`config.mk`:
```
export PLATFORM = sky130hd
export DESIGN_NAME = bargraph_scan
export DESIGN_NICKNAME = d
export VERILOG_FILES = /design/src/rtl/bargraph_scan.sv
export SDC_FILE = /design/constraint.sdc
export NUM_CORES = 2
export LEC_CHECK = 0
export ABC_AREA = 1
export BUFFER_PORTS_ARGS = -buffer_cell sky130_fd_sc_hd__buf_2
export CAP_MARGIN = 20
export CORE_MARGIN = 2
export CORE_UTILIZATION = 50
export CTS_BUF_LIST = sky130_fd_sc_hd__clkbuf_8
export CTS_CLUSTER_SIZE = 16
export DETAILED_ROUTE_END_ITERATION = 16
export PLACE_DENSITY = 0.63
export SLEW_MARGIN = 10
export SYNTH_ARGS = -nofsm -noshare
export SYNTH_HDL_FRONTEND = slang
export SYNTH_SLANG_ARGS = --single-unit
```
`constraint.sdc`:
```
create_clock -name clk -period 7.65 [get_ports clk]
set_input_delay 0 -clock clk [delete_from_list [all_inputs] [get_ports clk]]
set_output_delay 0 -clock clk [all_outputs]
set_load 0.005 [all_outputs]
```
`src/rtl/bargraph_scan.sv`:
```
// Multiplexed RGB bar-graph scan driver. A frame buffer of BITS-bit intensities is
// scanned row by row with binary-weighted bit-plane PWM: each slot (row, plane) is
// shifted out serially, latched inside a blanking window, then displayed for a time
// proportional to the plane weight while the following slot shifts in.
module bargraph_scan #(
    parameter int unsigned ROWS      = 16,
    parameter int unsigned COLS      = 30,
    parameter int unsigned BITS      = 4,
    parameter int unsigned SCLK_DIV  = 2,
    parameter int unsigned BASE_TIME = 128,
    parameter int unsigned BLANK_GAP = 4
) (
    input  logic                     clk,
    input  logic                     rst_n,
    input  logic                     enable,
    input  logic                     wr_en,
    input  logic [$clog2(ROWS)-1:0]  wr_row,
    input  logic [$clog2(COLS)-1:0]  wr_col,
    input  logic [BITS-1:0]          wr_data,
    output logic                     blank,
    output logic [$clog2(ROWS)-1:0]  row,
    output logic                     col,
    output logic                     sclk,
    output logic                     latch,
    output logic                     frame_start
);

    localparam int unsigned RowW     = $clog2(ROWS);
    localparam int unsigned ColW     = $clog2(COLS);
    localparam int unsigned PlaneW   = (BITS > 1) ? $clog2(BITS) : 1;
    localparam int unsigned AddrW    = $clog2(ROWS * COLS);
    localparam int unsigned PhW      = (SCLK_DIV > 1) ? $clog2(2 * SCLK_DIV) : 1;
    localparam int unsigned GapW     = $clog2(BLANK_GAP);
    localparam int unsigned BaseMax  = BASE_TIME << (BITS - 1);
    localparam int unsigned ShiftLen = COLS * 2 * SCLK_DIV;
    localparam int unsigned MaxLen   = (BaseMax > ShiftLen) ? BaseMax : ShiftLen;
    // One spare bit so a display stretched by a slow shift cannot wrap.
    localparam int unsigned DispW    = $clog2(MaxLen + 1) + 1;

    typedef enum logic [1:0] {
        StIdle,
        StPrime,
        StSwitch,
        StDisplay
    } state_e;

    function automatic logic [AddrW-1:0] addr_of(input logic [RowW-1:0] r,
                                                 input logic [ColW-1:0] c);
        return AddrW'(r) * AddrW'(COLS) + AddrW'(c);
    endfunction

    // ------------------------------------------------------------------
    // Frame buffer
    // ------------------------------------------------------------------
    logic [BITS-1:0]  mem [ROWS*COLS];
    logic             wr_ok;
    logic [AddrW-1:0] wr_addr;

    assign wr_ok   = wr_en && (32'(wr_col) < COLS) && (32'(wr_row) < ROWS);
    assign wr_addr = addr_of(wr_row, wr_col);

    // Write port; contents are deliberately not reset.
    always_ff @(posedge clk) begin
        if (wr_ok) begin
            mem[wr_addr] <= wr_data;
        end
    end

    // ------------------------------------------------------------------
    // Registers
    // ------------------------------------------------------------------
    state_e             state_q, state_d;
    logic [GapW-1:0]    gap_q, gap_d;
    logic [DispW-1:0]   disp_cnt_q, disp_cnt_d;
    logic [RowW-1:0]    row_q, row_d;
    logic [PlaneW-1:0]  disp_plane_q, disp_plane_d;
    logic [RowW-1:0]    sh_row_q, sh_row_d;
    logic [PlaneW-1:0]  sh_plane_q, sh_plane_d;

    logic               sh_busy_q;
    logic [PhW-1:0]     sh_phase_q;
    logic [ColW-1:0]    sh_idx_q;
    logic               sclk_q;
    logic               col_q;

    logic               sh_start;
    logic               sh_last;
    logic               sh_done;
    logic [ColW-1:0]    rd_col;
    logic [BITS-1:0]    rd_word;
    logic               rd_bit;
    logic [DispW-1:0]   disp_len;
    logic [DispW-1:0]   disp_last;

    // ------------------------------------------------------------------
    // Shift engine: COLS bits, column COLS-1 first, each bit = one sclk period
    // ------------------------------------------------------------------
    // The read address always points at the column the next col update needs.
    assign rd_col  = (sh_start || (sh_idx_q == '0)) ? ColW'(COLS - 1) : sh_idx_q - ColW'(1);
    assign rd_word = mem[addr_of(sh_row_q, rd_col)];
    assign rd_bit  = rd_word[sh_plane_q];

    assign sh_last = sh_busy_q && (sh_phase_q == PhW'(2 * SCLK_DIV - 1)) && (sh_idx_q == '0);
    assign sh_done = !sh_busy_q || sh_last;

    // Serializer: col updates on entry to the low phase, sclk high for the second half.
    always_ff @(posedge clk or negedge rst_n) begin
        if (!rst_n) begin
            sh_busy_q  <= 1'b0;
            sh_phase_q <= '0;
            sh_idx_q   <= '0;
            sclk_q     <= 1'b0;
            col_q      <= 1'b0;
        end else if (sh_start) begin
            sh_busy_q  <= 1'b1;
            sh_phase_q <= '0;
            sh_idx_q   <= ColW'(COLS - 1);
            sclk_q     <= 1'b0;
            col_q      <= rd_bit;
        end else if (sh_busy_q) begin
            if (sh_phase_q == PhW'(2 * SCLK_DIV - 1)) begin
                sclk_q     <= 1'b0;
                sh_phase_q <= '0;
                if (sh_idx_q == '0) begin
                    sh_busy_q <= 1'b0;
                    col_q     <= 1'b0;
                end else begin
                    sh_idx_q <= sh_idx_q - ColW'(1);
                    col_q    <= rd_bit;
                end
            end else begin
                sh_phase_q <= sh_phase_q + PhW'(1);
                if (sh_phase_q == PhW'(SCLK_DIV - 1)) begin
                    sclk_q <= 1'b1;
                end
            end
        end
    end

    // ------------------------------------------------------------------
    // Scan sequencer
    // ------------------------------------------------------------------
    assign disp_len  = DispW'(BASE_TIME) << disp_plane_q;
    assign disp_last = disp_len - DispW'(1);

    // State and slot registers.
    always_ff @(posedge clk or negedge rst_n) begin
        if (!rst_n) begin
            state_q      <= StIdle;
            gap_q        <= '0;
            disp_cnt_q   <= '0;
            row_q        <= '0;
            disp_plane_q <= '0;
            sh_row_q     <= '0;
            sh_plane_q   <= '0;
        end else begin
            state_q      <= state_d;
            gap_q        <= gap_d;
            disp_cnt_q   <= disp_cnt_d;
            row_q        <= row_d;
            disp_plane_q <= disp_plane_d;
            sh_row_q     <= sh_row_d;
            sh_plane_q   <= sh_plane_d;
        end
    end

    // Next-state logic and blank/latch/frame_start decode.
    always_comb begin
        state_d      = state_q;
        gap_d        = gap_q;
        disp_cnt_d   = disp_cnt_q;
        row_d        = row_q;
        disp_plane_d = disp_plane_q;
        sh_row_d     = sh_row_q;
        sh_plane_d   = sh_plane_q;
        sh_start     = 1'b0;
        blank        = 1'b1;
        latch        = 1'b0;
        frame_start  = 1'b0;

        case (state_q)
            StIdle: begin
                if (enable) begin
                    state_d  = StPrime;
                    sh_start = 1'b1;
                end
            end

            StPrime: begin
                if (sh_last) begin
                    state_d = StSwitch;
                    gap_d   = '0;
                end
            end

            StSwitch: begin
                latch = (gap_q == GapW'(1));
                if (gap_q == GapW'(2)) begin
                    // Shifted slot becomes the displayed one; shifter moves on.
                    row_d        = sh_row_q;
                    disp_plane_d = sh_plane_q;
                    if (sh_plane_q == PlaneW'(BITS - 1)) begin
                        sh_plane_d = '0;
                        sh_row_d   = (sh_row_q == RowW'(ROWS - 1)) ? '0 : sh_row_q + RowW'(1);
                    end else begin
                        sh_plane_d = sh_plane_q + PlaneW'(1);
                    end
                end
                if (gap_q == GapW'(BLANK_GAP - 1)) begin
                    state_d    = StDisplay;
                    disp_cnt_d = '0;
                    sh_start   = 1'b1;
                end else begin
                    gap_d = gap_q + GapW'(1);
                end
            end

            StDisplay: begin
                blank       = 1'b0;
                frame_start = (disp_cnt_q == '0) && (row_q == '0) && (disp_plane_q == '0);
                disp_cnt_d  = disp_cnt_q + DispW'(1);
                // Display stretches until the concurrent shift has also finished.
                if ((disp_cnt_q >= disp_last) && sh_done) begin
                    gap_d   = '0;
                    state_d = enable ? StSwitch : StIdle;
                end
            end

            default: begin
                state_d = StIdle;
            end
        endcase
    end

    assign row  = row_q;
    assign col  = col_q;
    assign sclk = sclk_q;

endmodule

```
== After elaboration in Yosys (flattened, before gate mapping) ==
Memory sizes are Yosys's and may differ from the RTL's.
Cells that the tools add are included.
W data, S select, Z words.

* Bits in latches: 0
* Memories kept: 1
* Input port bits: 17
* Memory bits (read-only): 0
* RAM bits: 1920
* Register bits after elaboration: 38
* Logic and storage cells: 115

{| class="wikitable"
|+ Memory list
! name !! words !! width !! rd ports !! clocked after memory_dff !! write ports !! RTL line !! source
|-
| mem || 480 || 4 || 1 || 0 || 1 || 55 || <nowiki>logic [BITS-1:0] mem [ROWS*COLS];</nowiki>
|}

* Add/sub/neg operators: 9
* Equal/unequal tests: 16
* Shift-type cells: 1
* Div/mod/pow operators: 0
* Multiplexer cells: 44
* Reduce and logical (&&, ||, !) cells: 27
* $mul: 2
* Bitwise operators: 0
* $lt $le $gt $ge: 3

{| class="wikitable"
|+ Operators by type and width
! cell !! count
|-
| $mux W5 || 5
|-
| $mux W2 || 12
|-
| $pmux W12 S2 || 1
|-
| $mux W1 || 20
|-
| $add A9 B5 Y9 || 2
|-
| $mul A4 B4 Y8 const B || 2
|-
| $add A12 B1 Y12 const B || 1
|-
| $eq A2 B2 Y1 const B || 6
|-
| $ge A12 B12 Y1 || 1
|-
| $logic_not A12 Y1 || 1
|-
| $mux W12 || 1
|-
| $ne A2 B2 Y1 const B || 6
|-
| $shl A8 B2 Y12 const A || 1
|-
| $sub A12 B1 Y12 const B || 1
|-
| $pmux W2 S4 || 1
|-
| $reduce_and A2 Y1 || 4
|-
| $reduce_and A4 Y1 || 2
|-
| $add A2 B1 Y2 const B || 3
|-
| $eq A2 B1 Y1 const B || 3
|-
| $logic_and A1 B1 Y1 || 6
|-
| $pmux W2 S3 || 1
|-
| $reduce_and A3 Y1 || 2
|-
| $reduce_bool A2 Y1 || 3
|-
| $reduce_bool A3 Y1 || 2
|-
| other kinds (13) || 15
|}

== Logic depth before layout (Yosys ltp) ==
An unclocked memory read counts as a cell.

* Word-level depth: 13
* Gate-level depth with buffers: 28
* Mapped depth without buffers: 26

== Least setup slack after synthesis ==
OpenSTA, ideal clock, no wires.

* Path type: reg2reg
* Start point: register sh_row_q[1]
* End point: register col_q (netlist: col)
* Stages on the path, launching flop included: 21
* Data arrival time: 3.937 ns
* Library setup time: 0.117 ns
* Data required time: 7.533 ns
* Period minus slack after synthesis: 4.054 ns
* Path slack: 3.596 ns
* Cell sequence: dfrtp_1 > fa_1 > inv_1 > fa_1 > fa_1 > inv_1 > ha_1 > inv_1 > a31oi_1 > o21ai_0 > xor2_1 > inv_1 > clkbuf_1 > nand2_1 > nand3_1 > nand2_1 > nand3_1 > nand3_1 > nand2_1 > nand2_1 > nand2_1

* Cells in the longest elaborated chain, start to end: 9

{| class="wikitable"
|+ RTL lines
! what !! RTL line !! source
|-
| from (decl) || 77 || <nowiki>logic [RowW-1:0] sh_row_q, sh_row_d;</nowiki>
|-
| from (signal assigned) || 162 || <nowiki>sh_row_q <= sh_row_d;</nowiki>
|-
| $mul A4 B4 Y8 (*) || 49 || <nowiki>return AddrW'(r) * AddrW'(COLS) + AddrW'(c);</nowiki>
|-
| $add A9 B5 Y9 (*) || 49 ||
|-
| $mem_v2 Z480 W4 (*) || - ||
|-
| $bmux W1 S2 (*) || 101 || <nowiki>assign rd_bit = rd_word[sh_plane_q];</nowiki>
|-
| $mux W1 (implied by the code) (*) || 101 ||
|-
| $mux W1 || 124 || <nowiki>if (sh_idx_q == '0) begin</nowiki>
|-
| $mux W1 || 121 || <nowiki>if (sh_phase_q == PhW'(2 * SCLK_DIV - 1)) begin</nowiki>
|-
| $mux W1 || 120 || <nowiki>end else if (sh_busy_q) begin</nowiki>
|-
| $mux W1 (*) || 114 || <nowiki>end else if (sh_start) begin</nowiki>
|-
| to (signal assigned) || 119 || <nowiki>col_q <= rd_bit;</nowiki>
|-
| to (signal assigned) || 129 || <nowiki>col_q <= rd_bit;</nowiki>
|-
| to (decl) || 84 || <nowiki>logic col_q;</nowiki>
|}

Mark *: on every way between the ends. The rest lies on a longest branch, timed or not. The select of a mux whose other input is x is not followed.
A chain may end at the register's enable or synchronous reset.

== Worst setup path in the final report ==
* Start point: register sh_row_q[0]
* End point: register col_q (netlist: col)

The elaborated chain is that of the path after synthesis.

==> out/results.ini <==
[outcome]
status = completed

[yosys]
synth_compound_area_frac = 0.0497
synth_top_family_by_area = simple AND/OR/NAND/NOR gates
syn-num-nets = 8014
ys_ff_latch = 1958
synth_edf_count = 1920
synthAdderAreaFrac = 0.00927
synthesis.area_um2 = 85300
synth.yosys.seq_area_share = 0.687
synth-warning-count = 0
synthMuxAreaShare = 0
synth_cells = 7941
synth-simple-area-share = 0.182
synth_cell_types = 41
synth-xor-area-share = 0.00236
synth_ff_type = edfxtp_1
avgSynthCellArea_um2 = 10.7
synthArstFlopShare = 0.0194

[place]
dp_slack_ns = 2.00
placed_cell_area_um2 = 86800
dp_hpwl_um = 117000
gp_congestion = 0.858
port_buffers = 25

[clock_tree]
htree_num_levels = 5
ctsResizeCount = 0
clk_pin_slew_ns = 0.06
clock_latency_ns = 1.07
cts-root-buf = clkbuf_8
post_cts_buffers = 0
clock_path_buffers = 4
cts_tree = done
cts.sink_count = 1958
cts-buffers-inserted = 334

[cells_and_area]
final_cell_mix = edfxtp_1 (1920), nand2_1 (1760), nand3_1 (1176), inv_1 (1015), nor2_1 (745)
fillCellCount = 14516
final_common_cell = edfxtp_1
fin_nets = 7961
stdcell_area_um2 = 92900
multi_input_comb_area_um2 = 21000
layout-drive-gt1-share = 0.0650
regArea_um2 = 58600
area_growth_pct = 8.93

[worst_setup_path]
path_max_fanout = 33
r2r_cells = 21
r2r_start = sh_row_q[0]$_DFFE_PN0P_
reg2reg_to = col$_DFFE_PN0P_
worstSetupPathType = reg -> reg
end_kind = register
reg2reg_slack_ns = 2.07
worstPathRequired_ns = 8.57
critPathLaunchType = register
worstPathArrival_ns = 6.50

[sta]
fin_skew_ns = 0.0510
relSlewSlack = 0.223
fmax_ghz = 0.179
layout_setup_ws_ns = 2.07
rsz0062_at_grt = false
period_share = 0.730
max_slew.worst_pin.slew_ns = 1.16
setup_viol = 0
setup_tns_ns = 0
hold_viol_final = 0
period_needed_ns = 5.58
slew_violations = 0

[floorplanning]
die_x_um = 417
rows = 151
dieArea_um2 = 174000
coreArea_um2 = 169000
ios = 26
die_y_um = 417
initial_core_util = 0.503

[hold_path]
hold_class = in -> async

[global_route]
first_global_vias = 56185
grt-ovfl-total = 0
grt_max_degree = 207
antenna_found_initial = 5
use_met2 = 0.420
grt_pass1_wl_um = 334000
track_usage = 0.253
grtUsageMet1 = 0.339
use_met3 = 0.0439
top_usage_layer = met2

[drt]
vias = 57596
drtPass1Iterations = 6
drc = 0
route.detailed.wl_per_inst_um = 21.5
wl_um = 222000
vias_per_cell = 5.57
ant_nets = 0
drt_iter0_drc = 6085

[power_and_ir_drop]
cellInternalPower_mw = 16.5
p_comb_frac = 0.050
leakagePower_nw = 35.7
p_sw_frac = 0.233
seq_power_share = 0.552
switching_power_mw = 5.03
clockPowerShare = 0.399
cellPowerDensity_nw_per_um2 = 232
peakVddDrop_mv = 0.200

[run]
max-cap-violations = 0

[stage by stage]
step / hold slack [ns] / cells / power [mW] / util
after floorplan: -0.296 / 7941 / 12.5 / -
after global placement: 0.162 / 9756 / 13.2 / 0.512
final: 0.0895 / 10335 / 21.6 / 0.548
after detailed placement: 0.171 / 9756 / 13.2 / 0.512
after global routing: 0.0888 / 10334 / 22.2 / 0.548
after CTS: 0.0368 / 10330 / 21.7 / 0.548
[worst max-delay path: stages (launching register included)]
cell and delay (ns):
dfrtp_1 0.45, fa_1 0.60, inv_1 0.06, fa_1 0.50, fa_1 0.50, inv_1 0.05, ha_1 0.28, inv_1 0.10
xor2_4 0.20, inv_2 0.55, buf_4 0.63, nand3_1 0.23, nand3_1 0.23, nand3_1 0.16, nand3_1 0.29, nand2_1 0.13
nand2_1 0.08, nand3_1 0.07, nand3_1 0.09, nand2_1 0.12, nand2_1 0.09, nand2_1 0.04
[layer usage]
layer / wire (um) / vias to the layer above / share of wire
met3: 17900 / 433 / 0.081
li1: - / 26816 / -
met4: 6500 / 2 / 0.029
met1: 91400 / 27999 / 0.41
met2: 106000 / 2346 / 0.48
met5: 13 / - / 0.000059
[logic make-up after synthesis]
group / after synthesis
AOI/OAI and AO/OA: 753
DFF: 1958
and+or+nand+nor: 3729
adders and majority gates: 56
xor gates and xnor gates: 23
buffers and inverters: 1422
[what timing repair did]
item / CTS / global route
hold buffers: 14 / 0
hold endpoints to repair: 1557 / 0
setup endpoints to repair: 0 / 0
[state kept, by name, indices dropped and copies added, names as in the netlist]
register / flops
sh_busy_q: 1
gap_q: 2
sclk: 1
disp_cnt_q: 12
col: 1
disp_plane_q: 2
sh_plane_q: 2
sh_row_q: 4
mem: 1920
state_q: 2
row: 4
sh_idx_q: 5
sh_phase_q: 2
[synthesized netlist by cell type (2+ instances only)]
library cell,number,area (um2)
edfxtp_1,1920,57700
nand2_1,1776,6670
nand3_1,1176,5890
inv_1,919,3450
nor2_1,749,2810
o21ai_0,297,1490
clkbuf_1,242,908
a21oi_1,222,1110
o211ai_1,172,1290
buf_2,116,581
buf_4,56,420
buf_1,53,199
ha_1,44,551
o21ai_1,44,220
dfrtp_1,38,951
buf_6,29,327
xnor2_1,14,123
nor3_1,13,65.1
fa_1,12,240
xor2_1,9,78.8
o22ai_1,6,37.5
a31oi_1,3,18.8
clkinv_1,3,11.3
inv_2,3,11.3
a21o_1,2,15.0
a22oi_1,2,15.0
nand2_2,2,12.5
nor2_2,2,12.5
nor2_4,2,22.5
nor3b_1,2,15.0
o32ai_1,2,17.5
or2_2,2,12.5
[how the worst max path moves through the flow]
stage,start,endpoint,slack [ns]
2_1_floorplan,sh_row_q[1]$_DFFE_PN0P_,col$_DFFE_PN0P_,3.60
3_3_place_gp,wr_row[0],mem[64][2]$_DFFE_PP_,1.60
3_5_place_dp,wr_row[0],mem[456][2]$_DFFE_PP_,2.00
4_1_cts,sh_row_q[0]$_DFFE_PN0P_,col$_DFFE_PN0P_,2.14
5_1_grt,sh_row_q[0]$_DFFE_PN0P_,col$_DFFE_PN0P_,1.88
6_report,sh_row_q[0]$_DFFE_PN0P_,col$_DFFE_PN0P_,2.07
[cell type report]
class / instances / area share
clock buffers: 343 / 0.0508
flip-flops and latches: 1958 / 0.631
multi-input cells: 4561 / 0.226
inverters: 925 / 0.0376
repair buffers: 108 / 0.0123
diodes: 5 / 0.000135
clock inverters: 217 / 0.0128
well taps: 2218 / 0.0299
[power by group through the flow]
stage / logic [mW] / clock network (mW) / registers [mW]
finish: 1.07 / 8.61 / 11.9
global route: 1.12 / 9.20 / 11.9
CTS: 1.08 / 8.75 / 11.9
detailed placement: 1.06 / 0 / 12.1
global placement: 1.07 / 0 / 12.1
floorplan: 0.404 / 0 / 12.1
No activity file was read; power rests on OpenSTA's default activity.
